<file path="src/rtl/capture_pkg.sv">
// capture_pkg
//   Shared definitions for the ADC capture path. Used by the capture
//   controller and the readout block so both agree on state encoding.
//
//   CNT_W_DEFAULT : default width of capture length / sample counter
//   state_t       : one-hot controller state (IDLE/BUFFER/DRAIN/STOP)
package capture_pkg;

    localparam int unsigned CNT_W_DEFAULT = 16;
    localparam int unsigned NUM_CH_DEFAULT = 2;

    // One-hot so readout logic can test a single bit per state.
    typedef enum logic [3:0] {
        StIdle   = 4'b0001,
        StBuffer = 4'b0010,
        StDrain  = 4'b0100,
        StStop   = 4'b1000
    } state_t;

endpackage

</file>
<file path="src/rtl/capture_ctrl_if.sv">
// capture_ctrl_if
//   Bundles the control, FIFO-status and FIFO-write signals of the capture
//   controller.
//
//   master : the capture controller (drives wr_en and status)
//   slave  : host / FIFO side (drives requests and FIFO flags)
//
//   start, abort, mode, capture_len, ch_en : capture request and setup
//   fifo_rst, full, empty                  : FIFO status
//   wr_en                                  : per-FIFO write enables
//   busy, done, overflow, sample_cnt, state: controller status
interface capture_ctrl_if #(
    parameter int unsigned NUM_CH = 2,
    parameter int unsigned CNT_W  = 16
) ();
    import capture_pkg::*;

    logic              start;
    logic              abort;
    logic              mode;
    logic [CNT_W-1:0]  capture_len;
    logic [NUM_CH-1:0] ch_en;
    logic              fifo_rst;
    logic [NUM_CH-1:0] full;
    logic [NUM_CH-1:0] empty;
    logic [NUM_CH-1:0] wr_en;
    logic              busy;
    logic              done;
    logic              overflow;
    logic [CNT_W-1:0]  sample_cnt;
    state_t            state;

    modport master (
        input  start,
        input  abort,
        input  mode,
        input  capture_len,
        input  ch_en,
        input  fifo_rst,
        input  full,
        input  empty,
        output wr_en,
        output busy,
        output done,
        output overflow,
        output sample_cnt,
        output state
    );

    modport slave (
        output start,
        output abort,
        output mode,
        output capture_len,
        output ch_en,
        output fifo_rst,
        output full,
        output empty,
        input  wr_en,
        input  busy,
        input  done,
        input  overflow,
        input  sample_cnt,
        input  state
    );

endinterface

</file>
<file path="src/rtl/capture_ctrl.sv">
// capture_ctrl
//   Multi-channel capture controller between the ADC sample stream and the
//   per-channel capture FIFOs. Arms on start, writes capture_len samples into
//   every enabled FIFO in lock-step, waits for all enabled FIFOs to drain,
//   then re-arms (continuous mode) or returns to idle.
//
//   clk  : system clock
//   rstn : synchronous active-low reset
//   bus  : capture_ctrl_if.master (requests, FIFO flags, wr_en, status)
module capture_ctrl
    import capture_pkg::*;
#(
    parameter int unsigned NUM_CH = NUM_CH_DEFAULT,
    parameter int unsigned CNT_W  = CNT_W_DEFAULT
) (
    input  logic           clk,
    input  logic           rstn,
    capture_ctrl_if.master bus
);

    state_t            state_q;
    logic [NUM_CH-1:0] ch_en_q;
    logic [CNT_W-1:0]  len_q;
    logic              mode_q;
    logic [CNT_W-1:0]  sample_cnt_q;
    logic              overflow_q;
    logic              done_q;

    logic              any_full;
    logic              all_empty;
    logic              arm;
    logic [NUM_CH-1:0] wr_en;
    logic              wr_active;
    logic              last_write;

    always_comb begin
        // Disabled channels are masked out of both full and empty.
        any_full  = |(bus.full & ch_en_q);
        all_empty = &(bus.empty | ~ch_en_q);
        arm       = bus.start && !bus.fifo_rst &&
                    (bus.capture_len != '0) && (bus.ch_en != '0);

        // Zero latency from full so no write is issued into a full FIFO.
        wr_en = '0;
        if ((state_q == StBuffer) && !any_full) begin
            wr_en = ch_en_q;
        end
        wr_active  = |wr_en;
        // Stopping on len_q-1 keeps sample_cnt <= len_q, so it cannot wrap
        // even at a full-scale length.
        last_write = wr_active && (sample_cnt_q == len_q - CNT_W'(1));
    end

    always_ff @(posedge clk) begin
        if (!rstn) begin
            state_q      <= StIdle;
            ch_en_q      <= '0;
            len_q        <= '0;
            mode_q       <= 1'b0;
            sample_cnt_q <= '0;
            overflow_q   <= 1'b0;
            done_q       <= 1'b0;
        end else begin
            done_q <= 1'b0;

            // Writes issued this cycle always count, even when leaving BUFFER
            // on abort or fifo_rst.
            if (wr_active) begin
                sample_cnt_q <= sample_cnt_q + CNT_W'(1);
            end

            unique case (state_q)
                StIdle: begin
                    if (arm) begin
                        ch_en_q      <= bus.ch_en;
                        len_q        <= bus.capture_len;
                        mode_q       <= bus.mode;
                        sample_cnt_q <= '0;
                        overflow_q   <= 1'b0;
                        state_q      <= StBuffer;
                    end
                end

                StBuffer: begin
                    if (bus.fifo_rst) begin
                        state_q <= StIdle;
                    end else if (bus.abort) begin
                        state_q <= StStop;
                    end else if (any_full) begin
                        overflow_q <= 1'b1;
                        state_q    <= StDrain;
                    end else if (last_write) begin
                        state_q <= StDrain;
                    end
                end

                StDrain: begin
                    if (bus.fifo_rst) begin
                        state_q <= StIdle;
                    end else if (bus.abort) begin
                        state_q <= StStop;
                    end else if (all_empty) begin
                        done_q <= 1'b1;
                        // An overflowed capture is never repeated.
                        if (mode_q && !overflow_q) begin
                            sample_cnt_q <= '0;
                            state_q      <= StBuffer;
                        end else begin
                            state_q <= StIdle;
                        end
                    end
                end

                StStop: begin
                    if (bus.fifo_rst) begin
                        state_q <= StIdle;
                    end
                end

                default: begin
                    state_q <= StIdle;
                end
            endcase
        end
    end

    assign bus.wr_en      = wr_en;
    assign bus.busy       = (state_q != StIdle);
    assign bus.done       = done_q;
    assign bus.overflow   = overflow_q;
    assign bus.sample_cnt = sample_cnt_q;
    assign bus.state      = state_q;

endmodule

</file>
<file path="src/flat_wrapper.sv">
// flat-port wrapper written by rule: the top's interface ports become plain ports
module capture_ctrl_flat import capture_pkg::*;
#(
    parameter int unsigned NUM_CH = NUM_CH_DEFAULT,
    parameter int unsigned CNT_W  = CNT_W_DEFAULT
)
  (clk, rstn, bus_start, bus_abort, bus_mode, bus_capture_len, bus_ch_en, bus_fifo_rst, bus_full, bus_empty, bus_wr_en, bus_busy, bus_done, bus_overflow, bus_sample_cnt, bus_state);
  capture_ctrl_if #(.NUM_CH(NUM_CH), .CNT_W(CNT_W)) bus_i ();
  input  logic clk;
  input  logic rstn;
  input wire logic [$bits(bus_i.start)-1:0] bus_start;
  input wire logic [$bits(bus_i.abort)-1:0] bus_abort;
  input wire logic [$bits(bus_i.mode)-1:0] bus_mode;
  input wire logic [$bits(bus_i.capture_len)-1:0] bus_capture_len;
  input wire logic [$bits(bus_i.ch_en)-1:0] bus_ch_en;
  input wire logic [$bits(bus_i.fifo_rst)-1:0] bus_fifo_rst;
  input wire logic [$bits(bus_i.full)-1:0] bus_full;
  input wire logic [$bits(bus_i.empty)-1:0] bus_empty;
  output wire logic [$bits(bus_i.wr_en)-1:0] bus_wr_en;
  output wire logic [$bits(bus_i.busy)-1:0] bus_busy;
  output wire logic [$bits(bus_i.done)-1:0] bus_done;
  output wire logic [$bits(bus_i.overflow)-1:0] bus_overflow;
  output wire logic [$bits(bus_i.sample_cnt)-1:0] bus_sample_cnt;
  output wire logic [$bits(bus_i.state)-1:0] bus_state;
  assign bus_i.start = bus_start;
  assign bus_i.abort = bus_abort;
  assign bus_i.mode = bus_mode;
  assign bus_i.capture_len = bus_capture_len;
  assign bus_i.ch_en = bus_ch_en;
  assign bus_i.fifo_rst = bus_fifo_rst;
  assign bus_i.full = bus_full;
  assign bus_i.empty = bus_empty;
  assign bus_wr_en = bus_i.wr_en;
  assign bus_busy = bus_i.busy;
  assign bus_done = bus_i.done;
  assign bus_overflow = bus_i.overflow;
  assign bus_sample_cnt = bus_i.sample_cnt;
  assign bus_state = bus_i.state;
  capture_ctrl #(.NUM_CH(NUM_CH), .CNT_W(CNT_W)) u_core (.clk(clk), .rstn(rstn), .bus(bus_i));
endmodule
</file>
<file path="config.mk">
export PLATFORM = sky130hd
export DESIGN_NAME = capture_ctrl_flat
export DESIGN_NICKNAME = d
export VERILOG_FILES = /design/src/rtl/capture_pkg.sv /design/src/rtl/capture_ctrl_if.sv /design/src/rtl/capture_ctrl.sv /design/src/flat_wrapper.sv
export SDC_FILE = /design/constraint.sdc
export NUM_CORES = 1
export LEC_CHECK = 0
export CAP_MARGIN = 10
export CORE_UTILIZATION = 35
export DETAILED_ROUTE_END_ITERATION = 8
export DONT_BUFFER_PORTS = 1
export REMOVE_ABC_BUFFERS = 1
export SLEW_MARGIN = 30
export SYNTH_ARGS = -nofsm -noshare
export SYNTH_HDL_FRONTEND = slang
export SYNTH_SLANG_ARGS = --single-unit
export TNS_END_PERCENT = 50
</file>
<file path="constraint.sdc">
create_clock -name clk -period 4.74 [get_ports clk]
set_clock_uncertainty 0.1 [all_clocks]
set_input_delay 0.474 -clock clk [delete_from_list [all_inputs] [get_ports clk]]
set_output_delay 0.474 -clock clk [all_outputs]
set_load 0.02 [all_outputs]
</file>
---- Yosys cells after proc, flatten, opt, wreduce, memory -nomap -nowiden ----
Cells that the tools add are included.
operators by class
  add/subtract/negate cells ............... 2
  multiply operators ...................... 0
  div/mod/pow operators ................... 0
  order comparisons ....................... 0
  equal/unequal tests ..................... 13
  shift-type cells ........................ 0
  multiplexer cells ....................... 25
  bitwise operators ....................... 5
  reduce and logical (&&, ||, !) cells .... 19
operator list
  kind                     number
  $mux W16                 6
  $mux W4                  9
  $pmux W16 S2             1
  $add A16 B1 Y16 const B  1
  $eq A16 B16 Y1           1
  $pmux W4 S4              1
  $reduce_bool A16 Y1      1
  $sub A16 B1 Y16 const B  1
  $logic_and A1 B1 Y1      6
  $ne A2 B2 Y1 const B     3
  $mux W1                  5
  $ne A5 B3 Y1 const B     1
  $reduce_and A5 Y1        1
  $eq A4 B1 Y1 const B     1
  $eq A4 B2 Y1 const B     1
  $eq A4 B3 Y1 const B     1
  $eq A4 B4 Y1 const B     1
  $mux W2                  2
  $ne A2 B1 Y1 const B     2
  $ne A4 B1 Y1 const B     1
  $ne A4 B3 Y1 const B     1
  $reduce_and A2 Y1        2
  $reduce_and A4 Y1        1
  $reduce_bool A2 Y1       2
  8 further kinds          12
word-level totals
  register bits ........................... 41
  bits in latches ......................... 0
  bits in writable memories ............... 0
  bits in read-only memories .............. 0
  input bits .............................. 28
  output and inout port bits .............. 25
  logic and storage cells ................. 71
  memories kept ........................... 0

---- Logic depth before layout (Yosys ltp) ----
  depth after elaboration ................. 12
  depth in mapped cells ................... 9
  mapped depth without buffers ............ 8

---- Worst setup path before layout ----
OpenSTA, ideal clock, no wires.
  path kind ............................... register -> register
  from .................................... register u_core.len_q[8]
  to ...................................... register u_core.state_q[1], in the netlist u_core.bus.state[1]
  library setup time ...................... 0.116 ns
  data arrival time ....................... 2.383 ns
  required time ........................... 4.524 ns
  slack ................................... 2.140 ns
  stages on the path, launching flop included .. 7
  buffers on the path ..................... 0
  clock period less this slack ............ 2.600 ns
  path through ............................ dfxtp_1 -> or4_1 -> or3_1 -> a2111oi_0 -> o2111ai_1 -> or4_4 -> a41o_1
between the ends
  longest elaborated chain between the ends .. 5
ends and longest elaborated chain
  item                                RTL line            text
  start, declared                     capture_ctrl.sv:23  logic [CNT_W-1:0] len_q;
  start signal, assigned              capture_ctrl.sv:76  len_q <= bus.capture_len;
  $sub A16 B1 Y16                     capture_ctrl.sv:51  last_write = wr_active && (sample_cnt_q == len_q - CNT_W'(1));
  $eq A16 B16 Y1                      capture_ctrl.sv:51
  $logic_and A1 B1 Y1                 capture_ctrl.sv:51
  $ne A5 B3 Y1 (no source line)       -
  $reduce_and A4 Y1 (no source line)  -
  end signal, assigned                capture_ctrl.sv:56  state_q <= StIdle;
  end signal, assigned                capture_ctrl.sv:80  state_q <= StBuffer;
  end signal, assigned                capture_ctrl.sv:86  state_q <= StIdle;
  end, declared                       capture_ctrl.sv:21  state_t state_q;
No other way between the ends.
A chain may end at the register's enable or synchronous reset.

---- Worst setup path after layout ----
  from .................................... register u_core.state_q[1], in the netlist u_core.bus.state[1]
  to ...................................... register u_core.state_q[1], in the netlist u_core.bus.state[1]
between the ends
  longest elaborated chain between the ends .. 7
  elaborated cells on any way between the ends .. 14
  those cells by class .................... eq/ne: 8; mux: 2; reduce/logical: 4
ends and longest elaborated chain
  item                                RTL line                                text
  $eq A4 B2 Y1                        capture_ctrl.sv:45, capture_ctrl.sv:72
  $logic_and A1 B1 Y1                 capture_ctrl.sv:45                      if ((state_q == StBuffer) && !any_full) begin
  $mux W2                             capture_ctrl.sv:45
  $reduce_or A2 Y1                    capture_ctrl.sv:48                      wr_active = |wr_en;
  $logic_and A1 B1 Y1                 capture_ctrl.sv:51
  $ne A5 B3 Y1 (no source line)       -
  $reduce_and A4 Y1 (no source line)  -
Several ways; a longest one is shown, not always the timed one.

==> results.yml <==
die:
  pin_count: 53
  die_w_um: 84.1
  dieArea_mm2: 0.00708
  die_y_um: 84.1
  core_area_mm2: 0.00642
  rows: 29
  start_util_pct: 36.8
outcome:
  violations: "DRC"
  outcome: "complete, but fails checks"
cts:
  path_clk_slew_ps: 80
  clkSinkCount: 41
  holdBufCountCts: 0
  cts.htree.levels: 2
  clockBufferDepth: 2
  cts_made_buffers: 5
  cts_resized: 0
  cts_setup_buffers: 0
  clock_latency_ps: 290
  clockRootBuffer: "clkbuf_8"
  cts_tree: "done"
critical_path:
  cp.arrival_ps: 2940
  max_stage_delay_ps: 640
  crit_required_ps: 4830
  path_class: "register to register"
  cpLargestDelayFamily: "simple AND/OR/NAND/NOR gates"
  cp_slowest_cell: "nor4_2"
  critPathMaxFanout: 9
  cp_num_buf_inv: 0
  start_kind: "register"
  critical_path.endpoint_type: "register"
  crit_chain: "or3b_1 -> nor4_2 -> nand4_1 -> or4_4 -> a41o_1"
grt:
  grt_pass1_wl_um: 9400
  antenna_found_initial: 0
  gr-total-overflow: 0
  grt_pass1_vias: 1869
  track_usage_pct: 16.9
  grt_start_max_net_pins: 27
drt:
  num_vias: 1930
  drt_iter0_drc: 107
  ant_nets: 0
  dr.pass1.iters: 6
  via_per_inst: 5.48
  wl_per_cell_um: 15.8
  drcViolationCount: 10
  totalWireLength_um: 5570
final_layout:
  nets: 304
  syn2layout_area_growth_pct: 7.74
  layout_commonest_cell: "nor2_1"
  fin_area_mm2: 0.00254
  final_cells: 352
  most-common-layout-cells: "44 x nor2_1, 41 x dfxtp_1, 19 x mux2i_1"
  drive_above_1_share_pct: 6.91
  finish.utilization_pct: 39.6
  diodes: 0
logic_synthesis:
  yosysUniqueCellTypes: 52
  syn_area_per_cell_um2: 8.59
  ys_seq_elements: 41
  ys.flop_type: "dfxtp_1"
  synth-edff-count: 0
  async_flop_share_pct: 0
  ys.warnings.count: 0
  ys_seq_area_share_pct: 34.8
  syn_inst: 275
  syn_area_mm2: 0.00236
timing:
  maxSlewHeadroom_pct: 49.3
  max_freq_ghz: 0.350
  finalSetupTns_ps: 0
  finalCritPeriodShare_pct: 60.3
  finalSetupViolCount: 0
  holdWs_ps: 150
  finalWorstSetupSlack_ps: 1880
  fin_crit_ps: 2860
  hold_viol: 0
  rsz0062_at_grt: "no"
  tightest_slew_ps: 755
  maxSlewViolCount: 0
power:
  power_density_mw_per_mm2: 423
  finalPower_mw: 1.08
  leakage_nw: 0.925
  vdd_drop_max_v: 0.000131
place:
  placed_cells: 344
  dp_hpwl_um: 4280
  port_buffers: 0
  pre_cts_ws_ps: 1920
  dpl_cell_area_mm2: 0.00243
  place_congestion: 0.820
job:
  drv_cap: 0
hold_path:
  hold_class: "input pin to register"
-- power by group --
part	leakage, nW	switching, mW	internal, mW
clock	0.0585	0.117	0.172
sequential	0.332	0.0741	0.374
combinational	0.534	0.187	0.152
-- logic make-up after synthesis --
group,share of synthesized area (%)
flops,34.8
buf+inv,3.29
xor+xnor,12.6
mux,8.06
compound gates,11.1
fa+ha+maj,1.06
simple gates,29.1
-- registers in the layout, summed over array words and instances, names as in the netlist --
| register | flops |
|---|---|
| u_core.mode_q | 1 |
| u_core.bus.done | 1 |
| u_core.bus.overflow | 1 |
| u_core.bus.sample_cnt | 16 |
| u_core.len_q | 16 |
| u_core.ch_en_q | 2 |
| u_core.bus.state | 4 |
-- final cells by class --
| type | count | area (um^2) |
|---|---|---|
| clock inverter | 1 | 30.0 |
| timing repair buffer | 2 | 15.0 |
| clock buffer | 7 | 86.3 |
| multi-input combinational | 216 | 1470 |
| sequential | 41 | 821 |
| inverter | 8 | 30.0 |
| fill | 650 | 3880 |
| tap | 77 | 96.3 |
-- synthesized netlist by cell type (2+ instances only) --
| master | count | share of area (%) |
|---|---|---|
| dfxtp_1 | 41 | 35 |
| nor3_1 | 3 | 0.64 |
| xor2_1 | 18 | 6.7 |
| or3_1 | 3 | 0.79 |
| mux2i_1 | 19 | 8.1 |
| a2111oi_0 | 3 | 1.1 |
| o31ai_1 | 4 | 1.3 |
| nor3b_1 | 3 | 0.95 |
| nor2_1 | 45 | 7.2 |
| ha_1 | 2 | 1.1 |
| nor2b_1 | 4 | 1.1 |
| a211oi_1 | 2 | 0.64 |
| or2_2 | 2 | 0.53 |
| and3_1 | 5 | 1.3 |
| nor4_1 | 9 | 2.4 |
| nand4_1 | 10 | 2.6 |
| nand2_1 | 12 | 1.9 |
| clkbuf_1 | 7 | 1.1 |
| o21ai_0 | 7 | 1.5 |
| xnor2_1 | 16 | 5.9 |
| inv_1 | 7 | 1.1 |
| nor4_2 | 2 | 1.1 |
| nand3_1 | 6 | 1.3 |
| buf_1 | 2 | 0.32 |
| a21oi_1 | 7 | 1.5 |
| nand2b_1 | 2 | 0.53 |
| a31oi_1 | 2 | 0.53 |
| nor4b_1 | 3 | 1.1 |
| or4_1 | 4 | 1.3 |
| and2_1 | 3 | 0.79 |
-- layer usage --
| layer | part of all wire, % | wire (um) | vias up | global-route usage (%) |
|---|---|---|---|---|
| met3 | 7.2 | 400 | 5 | 5.80 |
| li1 | - | - | 988 | - |
| met1 | 47 | 2620 | 890 | 22.0 |
| met5 | 0 | 0 | - | 0 |
| met4 | 1.1 | 63 | 0 | 5.64 |
| met2 | 45 | 2490 | 47 | 26.1 |
-- final timing paths --
kind,from,endpoint,slack (ps),cells after the start
hold / removal,bus_fifo_rst,u_core.bus.state[3],150,1
hold reg to reg,u_core.mode_q,u_core.mode_q,390,2
setup / recovery,u_core.bus.state[1],u_core.bus.state[1],1880,5
setup reg to reg,u_core.bus.state[1],u_core.bus.state[1],1880,5
No activity file was read; power rests on OpenSTA's default activity.
